`src/rtl/stack_arith_unit.sv`:
```
// Stack-based arithmetic unit: PUSH/POP on a small register stack plus a
// multi-cycle signed ALU (ADD/SUB/MUL/DIV) that consumes the top two entries.
module stack_arith_unit #(
   parameter int unsigned DEPTH = 8,
   parameter int unsigned WIDTH = 8
) (
   input  logic                     clk,
   input  logic                     reset,
   input  logic                     cmd_valid,
   input  logic [2:0]               cmd_op,
   input  logic [WIDTH-1:0]         cmd_data,
   output logic                     cmd_ready,
   output logic                     done,
   output logic                     err,
   output logic [WIDTH-1:0]         tos,
   output logic [$clog2(DEPTH):0]   depth,
   output logic                     empty,
   output logic                     full,
   output logic                     carryOut
);

   localparam int unsigned AW = $clog2(DEPTH);
   localparam int unsigned DW = AW + 1;

   localparam logic [2:0] OP_PUSH = 3'd1;
   localparam logic [2:0] OP_POP  = 3'd2;
   localparam logic [2:0] OP_ADD  = 3'd3;
   localparam logic [2:0] OP_SUB  = 3'd4;
   localparam logic [2:0] OP_MUL  = 3'd5;
   localparam logic [2:0] OP_DIV  = 3'd6;

   localparam logic [WIDTH-1:0] MOST_NEG = {1'b1, {(WIDTH-1){1'b0}}};

   typedef enum logic [1:0] {
      S_IDLE,
      S_FETCH,
      S_EXEC,
      S_PUSH
   } state_t;

   state_t            state;
   logic [2:0]        op_q;
   logic [WIDTH-1:0]  in1;
   logic [WIDTH-1:0]  in2;
   logic [WIDTH-1:0]  result_q;

   logic [WIDTH-1:0]  stack [DEPTH];

   logic              accept;
   logic [AW-1:0]     top_idx;
   logic [AW-1:0]     sec_idx;

   logic              wr_en;
   logic [AW-1:0]     wr_idx;
   logic [WIDTH-1:0]  wr_data;

   logic [WIDTH:0]           sum_w;
   logic signed [2*WIDTH-1:0] prod_w;
   logic signed [WIDTH-1:0]  den_w;
   logic signed [WIDTH-1:0]  quot_w;
   logic [WIDTH-1:0]         alu_res;
   logic                     alu_cy;

   assign accept  = cmd_valid & cmd_ready;
   assign top_idx = AW'(depth - DW'(1));
   assign sec_idx = AW'(depth - DW'(2));

   // Signed ALU on the latched operands; in1 is the top of stack
   always_comb begin
      sum_w   = {1'b0, in1} + {1'b0, in2};
      prod_w  = $signed({{WIDTH{in1[WIDTH-1]}}, in1}) * $signed({{WIDTH{in2[WIDTH-1]}}, in2});
      den_w   = (in2 == '0) ? $signed(WIDTH'(1)) : $signed(in2);
      quot_w  = $signed(in1) / den_w;
      alu_res = sum_w[WIDTH-1:0];
      alu_cy  = sum_w[WIDTH];
      case (op_q)
         OP_SUB: begin
            alu_res = in1 - in2;
            alu_cy  = (in1 < in2);
         end
         OP_MUL: begin
            alu_res = prod_w[WIDTH-1:0];
            alu_cy  = (prod_w[2*WIDTH-1:WIDTH-1] != '0) && (prod_w[2*WIDTH-1:WIDTH-1] != '1);
         end
         OP_DIV: begin
            if (in1 == MOST_NEG && in2 == '1) begin
               alu_res = MOST_NEG;
               alu_cy  = 1'b1;
            end else begin
               alu_res = quot_w;
               alu_cy  = 1'b0;
            end
         end
         default: ;
      endcase
   end

   // Stack write port: accepted PUSH or ALU write-back
   always_comb begin
      wr_en   = 1'b0;
      wr_idx  = '0;
      wr_data = '0;
      if (state == S_IDLE && accept && cmd_op == OP_PUSH && !full) begin
         wr_en   = 1'b1;
         wr_idx  = AW'(depth);
         wr_data = cmd_data;
      end else if (state == S_PUSH) begin
         wr_en   = 1'b1;
         wr_idx  = sec_idx;
         wr_data = result_q;
      end
   end

   // Storage is not reset; depth alone defines which entries are valid
   always_ff @(posedge clk) begin
      if (wr_en) stack[wr_idx] <= wr_data;
   end

   always_ff @(posedge clk or negedge reset) begin
      if (!reset) begin
         state     <= S_IDLE;
         op_q      <= '0;
         in1       <= '0;
         in2       <= '0;
         result_q  <= '0;
         cmd_ready <= 1'b0;
         done      <= 1'b0;
         err       <= 1'b0;
         tos       <= '0;
         depth     <= '0;
         empty     <= 1'b1;
         full      <= 1'b0;
         carryOut  <= 1'b0;
      end else begin
         done <= 1'b0;
         err  <= 1'b0;
         case (state)
            S_IDLE: begin
               cmd_ready <= 1'b1;
               if (accept) begin
                  case (cmd_op)
                     OP_PUSH: begin
                        done <= 1'b1;
                        if (full) begin
                           err <= 1'b1;
                        end else begin
                           depth <= depth + DW'(1);
                           empty <= 1'b0;
                           full  <= (depth + DW'(1) == DW'(DEPTH));
                           tos   <= cmd_data;
                        end
                     end
                     OP_POP: begin
                        done <= 1'b1;
                        if (empty) begin
                           err <= 1'b1;
                        end else begin
                           depth <= depth - DW'(1);
                           empty <= (depth == DW'(1));
                           full  <= 1'b0;
                           tos   <= (depth >= DW'(2)) ? stack[sec_idx] : '0;
                        end
                     end
                     OP_ADD, OP_SUB, OP_MUL, OP_DIV: begin
                        if (depth < DW'(2)) begin
                           done <= 1'b1;
                           err  <= 1'b1;
                        end else begin
                           op_q      <= cmd_op;
                           state     <= S_FETCH;
                           cmd_ready <= 1'b0;
                        end
                     end
                     default: done <= 1'b1;
                  endcase
               end
            end
            S_FETCH: begin
               in1   <= stack[top_idx];
               in2   <= stack[sec_idx];
               state <= S_EXEC;
            end
            S_EXEC: begin
               // Divide by zero is rejected before any state is touched
               if (op_q == OP_DIV && in2 == '0) begin
                  done      <= 1'b1;
                  err       <= 1'b1;
                  state     <= S_IDLE;
                  cmd_ready <= 1'b1;
               end else begin
                  result_q <= alu_res;
                  carryOut <= alu_cy;
                  state    <= S_PUSH;
               end
            end
            S_PUSH: begin
               depth     <= depth - DW'(1);
               empty     <= (depth == DW'(1));
               full      <= 1'b0;
               tos       <= result_q;
               done      <= 1'b1;
               state     <= S_IDLE;
               cmd_ready <= 1'b1;
            end
            default: begin
               state     <= S_IDLE;
               cmd_ready <= 1'b0;
            end
         endcase
      end
   end

endmodule

```
`config.mk`:
```
export PLATFORM = sky130hd
export DESIGN_NAME = stack_arith_unit
export DESIGN_NICKNAME = d
export VERILOG_FILES = /design/src/rtl/stack_arith_unit.sv
export SDC_FILE = /design/constraint.sdc
export NUM_CORES = 1
export LEC_CHECK = 0
export ABC_AREA = 1
export BUFFER_PORTS_ARGS = -buffer_cell sky130_fd_sc_hd__buf_2
export CAP_MARGIN = 5
export CORE_MARGIN = 10
export CORE_UTILIZATION = 50
export CTS_CLUSTER_DIAMETER = 150
export DETAILED_ROUTE_END_ITERATION = 8
export PLACE_DENSITY = 0.62
export SLEW_MARGIN = 30
export SYNTH_ARGS = -nofsm -noshare
export SYNTH_HDL_FRONTEND = slang
export SYNTH_SLANG_ARGS = --single-unit
```
`constraint.sdc`:
```
create_clock -name clk -period 28 [get_ports clk]
set_clock_uncertainty 0.1 [all_clocks]
set_input_delay 8.4 -clock clk [delete_from_list [all_inputs] [get_ports clk]]
set_output_delay 8.4 -clock clk [all_outputs]
set_load 0.05 [all_outputs]
```
==> Yosys cells after proc, flatten, opt, wreduce, memory -nomap -nowiden <==
Memory sizes are Yosys's and may differ from the RTL's. A register that Yosys moved wholly into a read port is not among the register bits.
Cells that the tools add are included.
{ "totals": {"regBits": 39, "mem_bits_rw": 64, "input_bits": 14, "out_inout_bits": 18, "wordCells": 123, "memories": 1} }
{ "op_classes": {"n_addsub": 5, "n_mul": 1, "div": 1, "n_lt_le_gt_ge": 3, "eq_ne": 24, "muxes": 52, "n_bitwise": 3, "n_reduce_logical": 21} }
{ "mem_list": {"columns": ["name", "depth", "word_bits", "rd", "rd_clocked_by_memory_dff", "wr", "line_no", "rtl"], "rows": [
  ["stack", 8, 8, 2, 1, 1, "47", "logic [WIDTH-1:0] stack [DEPTH];"]
]} }
{ "ops": {"columns": ["cell", "n"], "rows": [
  ["$mux 8", 8],
  ["$pmux 8 s2", 2],
  ["$pmux 8 s3", 1],
  ["$mux 1", 20],
  ["$eq 3x3->1 const B", 6],
  ["$eq 8x8->1 const B", 2],
  ["$mul 8x8->16", 1],
  ["$pmux 4 s2", 2],
  ["$mux 4", 3],
  ["$pmux 1 s3", 4],
  ["$reduce_and 4->1", 3],
  ["$pmux 1 s2", 5],
  ["$add 8x8->9", 1],
  ["$ne 9x9->1 const B", 1],
  ["$reduce_bool 9->1", 1],
  ["$div 8x8->8", 1],
  ["$logic_not 8->1", 1],
  ["$lt 8x8->1", 1],
  ["$mux 2", 4],
  ["$pmux 2 s4", 1],
  ["$sub 8x8->8", 1],
  ["$eq 3x2->1 const B", 2],
  ["$logic_and 1x1->1", 6],
  ["$mux 3", 2],
  ["other kinds (24)", 31]
]} }

==> Logic depth before layout (Yosys ltp) <==
Gate-level depths: netlist (run 1).
{ "depth": {"ltp_word": 7, "ltp_mapped": 97, "mapped_depth_nobuf": 93} }

==> Worst setup path before layout (run 1) <==
No wires, ideal clock.
{ "synth_timing": {"path_type": "reg-to-reg", "start": "register in2[0], read port of stack", "end": "register result_q[1]", "setup_time_ns": 0.117, "arrival_ns": 10.345, "required_time_ns": 27.783, "setup_slack_ns": 17.438, "path_stages_with_launch": 92, "path_buffers": 4, "synth_period_minus_slack_ns": 10.562, "path_cell_list": "dfrtp_1 > buf_4 > inv_4 > nand2_4 > nor2_4 > nand2_4 > inv_1 > nor2_1 > ha_1 > nor2_1 > xor2_1 > o211a_1 > nand3_2 > nand2_1 > nand2_1 > ha_1 > inv_1 > nor2_1 > [56 not listed] > buf_2 > inv_1 > o21ai_0 > o21ai_0 > inv_1 > ha_1 > nand2_1 > o21ai_0 > nand2_1 > nand2_1 > a21oi_1 > ha_1 > o21ai_0 > a21oi_1 > a221oi_1 > o21ai_0 > nand2_1 > nand2_1"} }
{ "synth_between": {"elab_chain_len": 5, "elab_cells_between_ends": 13, "classes_between": "2 x add/sub; 1 x mul; 1 x div; 1 x eq/ne; 3 x mux; 1 x bitwise; 4 x reduce/logical"} }
{ "synth_lines": {"columns": ["element", "line_no", "rtl"], "rows": [
  ["start, declared", "44", "logic [WIDTH-1:0] in2;"],
  ["$logic_not 8->1", "72, 185", null],
  ["$mux 8", "72", "den_w = (in2 == '0) ? $signed(WIDTH'(1)) : $signed(in2);"],
  ["$div 8x8->8", "73", "quot_w = $signed(in1) / den_w;"],
  ["$mux 8", "86", "if (in1 == MOST_NEG && in2 == '1) begin"],
  ["$pmux 8 s3", "76", "case (op_q)"],
  ["end signal, assigned", "191", "result_q <= alu_res;"],
  ["end, declared", "45", "logic [WIDTH-1:0] result_q;"]
]} }
Several ways; a longest one is shown, not always the timed one.
A chain may end at the register's enable or synchronous reset.

==> Worst setup path after layout (run 1) <==
{ "layout_timing": {"start": "register in2[7], read port of stack", "end": "register result_q[2]"} }
The elaborated chain is that of the path after synthesis.

==> summary.md, run 1 <==
| Metric | Value |
|---|---|
| CTS tree | done |
| R2R Setup Slk | 14.74 ns |
| Cell variety after synth | 55 |
| Post-CTS Setup Bufs | 0 |
| Largest stage delay on the critical path | 0.70 ns |
| CTS Buf Count | 9 |
| Fin. Hold Viols | 0 |
| Slew Viols, Final | 0 |
| Status | finished clean |
| Area leader, netlist | edfxtp_1 |
| Critical path capture point type | flop |
| Hold-critical path depth | 2 |
| Synthesized Nets | 1,612 |
| Rows | 54 |
| Routability cong. | 0.895 |
| Vias in the first global route | 8,845 |
| Worst r2r path cells | 83 |
| R2r startpoint | in2[7] |
| Hold_buf cts | 0 |
| Setup violations, final | 0 |
| Min-delay worst type | flop to flop |
| RR Endpoint | result_q[2] |
| Tot GR Track Use | 20.2% |
| Via Count | 9,352 |
| Root buf cell | clkbuf_16 |
| Post-synth top area share | 17.3% |
| Worst-path clk slew | 0.08 ns |
| Initial antenna violation count | 0 |
| Largest net degree at the start of global routing | 72 |
| Grt ovf | 0 |
| Worst setup path start | in2[7] |
| First-pass DRT Iterations | 6 |
| WP data required | 28.15 ns |
| DR vias/cell | 5.44 |
| Yosys warns | 0 |
| Number of flops mapped to enable cells by yosys | 64 |
| I/O pin count | 32 |
| Detailed Route WL | 29,000 microns |
| Number of DRC markers in iteration 0 | 801 |
| RSZ-0062 raised after global routing | false |
| Peak Freq | 75.4 MHz |
| # resized after CTS | 0 |
| Clk buf depth | 2 |
| DP Wirelength | 22,200 microns |
| Starting Density | 50.8% |
| Layout area overhead | 5.66% |
| Crit path capture | result_q[2] |
| Share of post-route cells with drive strength above 1 | 7.36% |
| Worst-path fanout max | 13 |
| Antenna-violating nets left | 0 |
| Core area | 0.0218 sq mm |
| Area of the die | 0.0285 sq mm |
| DRC | 0 |
| Post-synth top flop | edfxtp_1 |
| Top-count cell post-synth | nand2_1 |
| Clk sink count | 111 |
| Antenna diodes | 0 |
| Final core occ | 53.7% |
| Synth top cells by count | nand2_1 (298), inv_1 (244), o21ai_0 (125) |
| Final Critical Period | 13.26 ns |
| Port Buffers | 31 |
| Chip width | 169 microns |
| Max-slew headroom | 27.8% |
| Synth async-reset ratio | 42.3% |
| Mapped Cells | 1,443 |
| Synth Register Bits | 111 |
| Critical path type | flop to flop |
| Crit-path most repeated cell | nand2_1 |
| Skew-Pair Late Insertion Delay | 0.35 ns |
| Global-route wire length before repair | 46,800 microns |
| Die height | 169 microns |
| Synth Cell Area | 0.0111 sq mm |
| Mean Syn Cell Area | 7.68 sq um |
| Wire per inst | 16.9 microns |
| H-tree depth | 3 |
| Crit path DAT | 13.40 ns |
| CP Launch Type | flop |
| Slowest CP cell | dfrtp_1 |
| TNS Setup | 0 ns |
| Max Cap Viol | 0 |
| Layout Nets | 1,604 |
| Worst-Margin Slew | 1.08 ns |
| Seq/Total Area, Yosys | 28.0% |
| Main area contributors after synthesis | edfxtp_1 (17%), ha_1 (11%), dfrtp_1 (10%) |
| Tcrit/Tclk final | 47.3% |
| Hold Slack | 0.380 ns |
state kept, by name, indices dropped and copies added, names as in the netlist:
| signal | cells |
|---|---|
| done | 1 |
| err | 1 |
| full | 1 |
| in1 | 8 |
| cmd_ready | 1 |
| op_q | 3 |
| tos | 8 |
| stack | 64 |
| empty | 1 |
| depth | 4 |
| carryOut | 1 |
| state | 2 |
| result_q | 8 |
| in2 | 8 |
cell usage in the layout (no fill, tap or decap), types with 3 or more instances in the layout:
master,netlist,routed
or2_2,7,7
a21oi_1,84,84
inv_4,3,3
buf_2,5,30
o21bai_1,5,5
inv_1,244,243
xor2_1,30,30
xnor2_1,18,18
inv_2,6,6
nand2_2,7,7
clkinv_1,3,4
nand2_1,298,298
o211ai_1,31,31
inv_6,1,3
buf_4,4,4
nand3_4,3,3
o22ai_1,4,4
nand4_1,7,7
nand3_1,68,68
o31ai_1,6,6
ha_1,98,97
inv_8,1,3
o21ai_2,3,3
o21ai_0,125,125
clkbuf_16,0,9
o21ai_1,12,12
nor3_1,8,8
dfrtp_1,46,45
edfxtp_1,64,64
nand2_4,7,7
nor2_2,0,4
nor2_1,112,108
fa_1,57,57
o2111ai_1,3,3
stage by stage:
step / cell area, sq um / cells / setup WS, ns
finish: 11700 / 1720 / 14.74
detailed placement: 11400 / 1704 / 14.89
global placement: 11400 / 1704 / 15.18
floorplan: 11100 / 1443 / 17.44
global route: 11700 / 1720 / 13.31
CTS: 11700 / 1720 / 14.86
area by class of cell:
class                      instances  area, sq um
clock inverter                     7          109
sequential                       111         3100
timing repair buffer              34          180
inverter                         258          988
tap                              280          350
multi-input combinational       1021         6760
fill                            2077        10100
clock buffer                       9          225
worst min-delay path by stage:
| stage | start | endpoint | slack (ns) |
|---|---|---|---|
| after floorplan | result_q[6] | result_q[6] | 0.35 |
| after global placement | tos[5] | tos[5] | 0.36 |
| after detailed placement | tos[4] | tos[4] | 0.36 |
| after CTS | tos[1] | tos[1] | 0.39 |
| after global routing | tos[2] | tos[2] | 0.42 |
| final | tos[7] | tos[7] | 0.38 |
critical path: cells and delay by family (launching register included):
family	cells	cell delay, ns
AO/OA/AOI/OAI	15	2.58
XOR/XNOR	2	0.83
adder cells (fa/ha/maj)	9	2.79
buffers and inverters	8	0.94
flip-flops	1	0.70
AND/OR/NAND/NOR	49	5.20
metal layers:
layer	vias up	global-route usage [%]	routed length [microns]	share of wire, %
li1	4644	-	-	-
met5	-	0	0	0
met4	0	6.32	731	2.5
met3	39	2.25	1520	5.2
met2	282	34.0	13700	47
met1	4387	26.5	13000	45
cell families after synthesis:
logic type / Yosys count / synth area share, %
flip-flops: 111 / 28.0
buffers and inverters: 311 / 11.2
adder cells (fa/ha/maj): 155 / 21.3
AND/OR/NAND/NOR: 530 / 21.0
AO/OA/AOI/OAI: 288 / 14.7
XOR/XNOR: 48 / 3.79
Power of run 1 is not shown: default switching activity piles up to over one toggle a cycle in this logic, so the estimate is an artifact.
==> run 2: changes to the inputs <==
- PLACE_DENSITY: 0.62 -> 0.65
- clock period: 28 -> 10.7 ns (I/O delays scaled with it)
==> run 2 against run 1 <==
Net effect:
- critical path depth grew 1
- die area is the same
- global-route usage shrank 0.24 points
- setup slack lost 14 ns
==> summary.md, run 2 (synthesis results as in run 1) <==
| Metric | Value |
|---|---|
| Status | finished clean (unchanged) |
| # fillers | 1,977 (was 2,077) |
| Wire per inst | 16.7 microns (was 16.9 microns) |
| Via Count | 9,668 (was 9,352) |
| Antenna-violating nets left | 0 (unchanged) |
| Final Instance Area | 0.0125 sq mm (was 0.0117 sq mm) |
| Hold-critical path depth | 2 (unchanged) |
| Min-delay worst type | flop to flop (unchanged) |
| Max Cap Viol | 0 (unchanged) |
| Layout Nets | 1,659 (was 1,604) |
| DR vias/cell | 5.45 (was 5.44) |
| Peak Freq | 97.2 MHz (was 75.4 MHz) |
| Skew-Pair Late Insertion Delay | 0.36 ns (was 0.35 ns) |
| WP data required | 10.84 ns (was 28.15 ns) |
| Reg with most FFs | stack (unchanged) |
| Port Buffers | 31 (unchanged) |
| Final core occ | 57.3% (was 53.7%) |
| FF+latch area | 0.00310 sq mm (about the same) |
| Initial antenna violation count | 0 (unchanged) |
| Worst-path clk slew | 0.08 ns (about the same) |
| Area after DPL | 0.0117 sq mm (was 0.0114 sq mm) |
| Setup violations, final | 0 (unchanged) |
| Routability cong. | 0.925 (was 0.895) |
| Area of the multi-input gates | 0.00715 sq mm (was 0.00676 sq mm) |
| Number of DRC markers in iteration 0 | 734 (was 801) |
| Global-route wire length before repair | 46,600 microns (was 46,800 microns) |
| CTS tree | done (unchanged) |
| Most common cell after layout, fill and taps aside | nand2_1 (unchanged) |
| Commonest cells after routing, fill and taps aside | nand2_1 (278), inv_1 (240), o21ai_0 (114) (was nand2_1 (298), inv_1 (243), o21ai_0 (125)) |
| Chip width | 169 microns (unchanged) |
| Non-filler instance count after layout | 1,775 (was 1,720) |
| Worst-Margin Slew | 1.00 ns (was 1.08 ns) |
| Critical path capture point type | flop (unchanged) |
| Final Critical Period | 10.29 ns (was 13.26 ns) |
| I/O pin count | 32 (unchanged) |
| Antenna diodes | 0 (unchanged) |
| CTS Buf Count | 9 (unchanged) |
| DP Wirelength | 21,700 microns (was 22,200 microns) |
| Max FFs per register | 64 (unchanged) |
| Tcrit/Tclk final | 96.2% (was 47.3%) |
| Die height | 169 microns (unchanged) |
| Rows | 54 (unchanged) |
| Crit path DAT | 10.44 ns (was 13.40 ns) |
| Critical path type | flop to flop (unchanged) |
| Starting Density | 50.8% (unchanged) |
| DRC | 0 (unchanged) |
| Clk buf depth | 2 (unchanged) |
| Core area | 0.0218 sq mm (unchanged) |
| First-pass DRT Iterations | 5 (was 6) |
| Share of post-route cells with drive strength above 1 | 15.3% (was 7.36%) |
| Worst r2r path cells | 84 (was 83) |
| Grt ovf | 0 (unchanged) |
| CP Launch Type | flop (unchanged) |
| Post-Place Cells | 1,741 (was 1,704) |
| Worst-path fanout max | 8 (was 13) |
| Largest net degree at the start of global routing | 72 (unchanged) |
| Clk sink count | 111 (unchanged) |
| Vias in the first global route | 9,058 (was 8,845) |
| Area of the die | 0.0285 sq mm (unchanged) |
| Detailed Route WL | 29,600 microns (was 29,000 microns) |
| Root buf cell | clkbuf_16 (unchanged) |
| Tot GR Track Use | 19.9% (was 20.2%) |
| Slew Viols, Final | 0 (unchanged) |
| Layout area overhead | 12.8% (was 5.66%) |
| Fin. Hold Viols | 0 (unchanged) |
| Slowest CP cell | dfrtp_2 (was dfrtp_1) |
| H-tree depth | 3 (unchanged) |
| Max-slew headroom | 32.8% (was 27.8%) |
| Crit-path most repeated cell | nand2_1 (unchanged) |
| Largest stage delay on the critical path | 0.45 ns (was 0.70 ns) |
-- run 2: changes by cell type in the layout (fill, tap and decap cells not counted), moves of 11 or more --
cell and delta:
buf_4 +51, nand2_1 -20, o21ai_0 -11, ha_1 -16
ha_4 +14, nand2_2 +18
-- run 2: layer usage --
metal / GRT usage, % / up-vias / routed length [microns]
met4: 6.74 / 0 / 918
met2: 32.7 / 287 / 14000
met1: 26.9 / 4560 / 13100
li1: - / 4759 / -
met5: 0 / - / 0
met3: 2.08 / 62 / 1530
-- run 2: through the flow --
stage | setup WS (ns) | hold slack (ns) | TNS [ns]
after floorplan | 0.138 | 0.349 | 0
after CTS | 0.0120 | 0.387 | 0
final | 0.409 | 0.386 | 0
after detailed placement | -0.302 | 0.360 | -1.65
after global placement | -0.00539 | 0.358 | -0.00539
after global routing | -0.273 | 0.409 | -1.48
-- run 2: final timing paths --
| kind | from | end | slack (ns) |
|---|---|---|---|
| worst max-delay path | in2[2] | result_q[2] | 0.41 |
| worst min-delay path | tos[6] | tos[6] | 0.39 |
| worst max register to register | in2[2] | result_q[2] | 0.41 |
| worst min register to register | tos[6] | tos[6] | 0.39 |
| max in group asynchronous | reset | in2[2] | 7.19 |
| min in group asynchronous | reset | tos[0] | 2.86 |
-- run 2: worst max-delay path: cells and delay by family, from the launching register on --
kind | cells | cell delay (ns)
simple gates | 50 | 4.48
flops | 1 | 0.45
fa+ha+maj | 9 | 2.36
compound gates | 12 | 1.66
buf+inv | 10 | 0.64
xor+xnor | 3 | 0.47
-- run 2: area by class of cell --
type / count / share of cell area (%)
flip-flops and latches: 111 / 24.8
well taps: 280 / 2.80
repair buffers: 88 / 4.72
multi-input cells: 1022 / 57.1
inverters: 258 / 7.92
clock inverters: 7 / 0.830
clock buffers: 9 / 1.80
-- run 2: what timing repair did --
item	CTS	global route
setup endpoints to repair	7	8
hold buffers	0	0
resized for setup	5	88
pin swaps	0	31
cloned	0	1
buffers inserted	0	17
Power of run 2 is left out for the same reason.
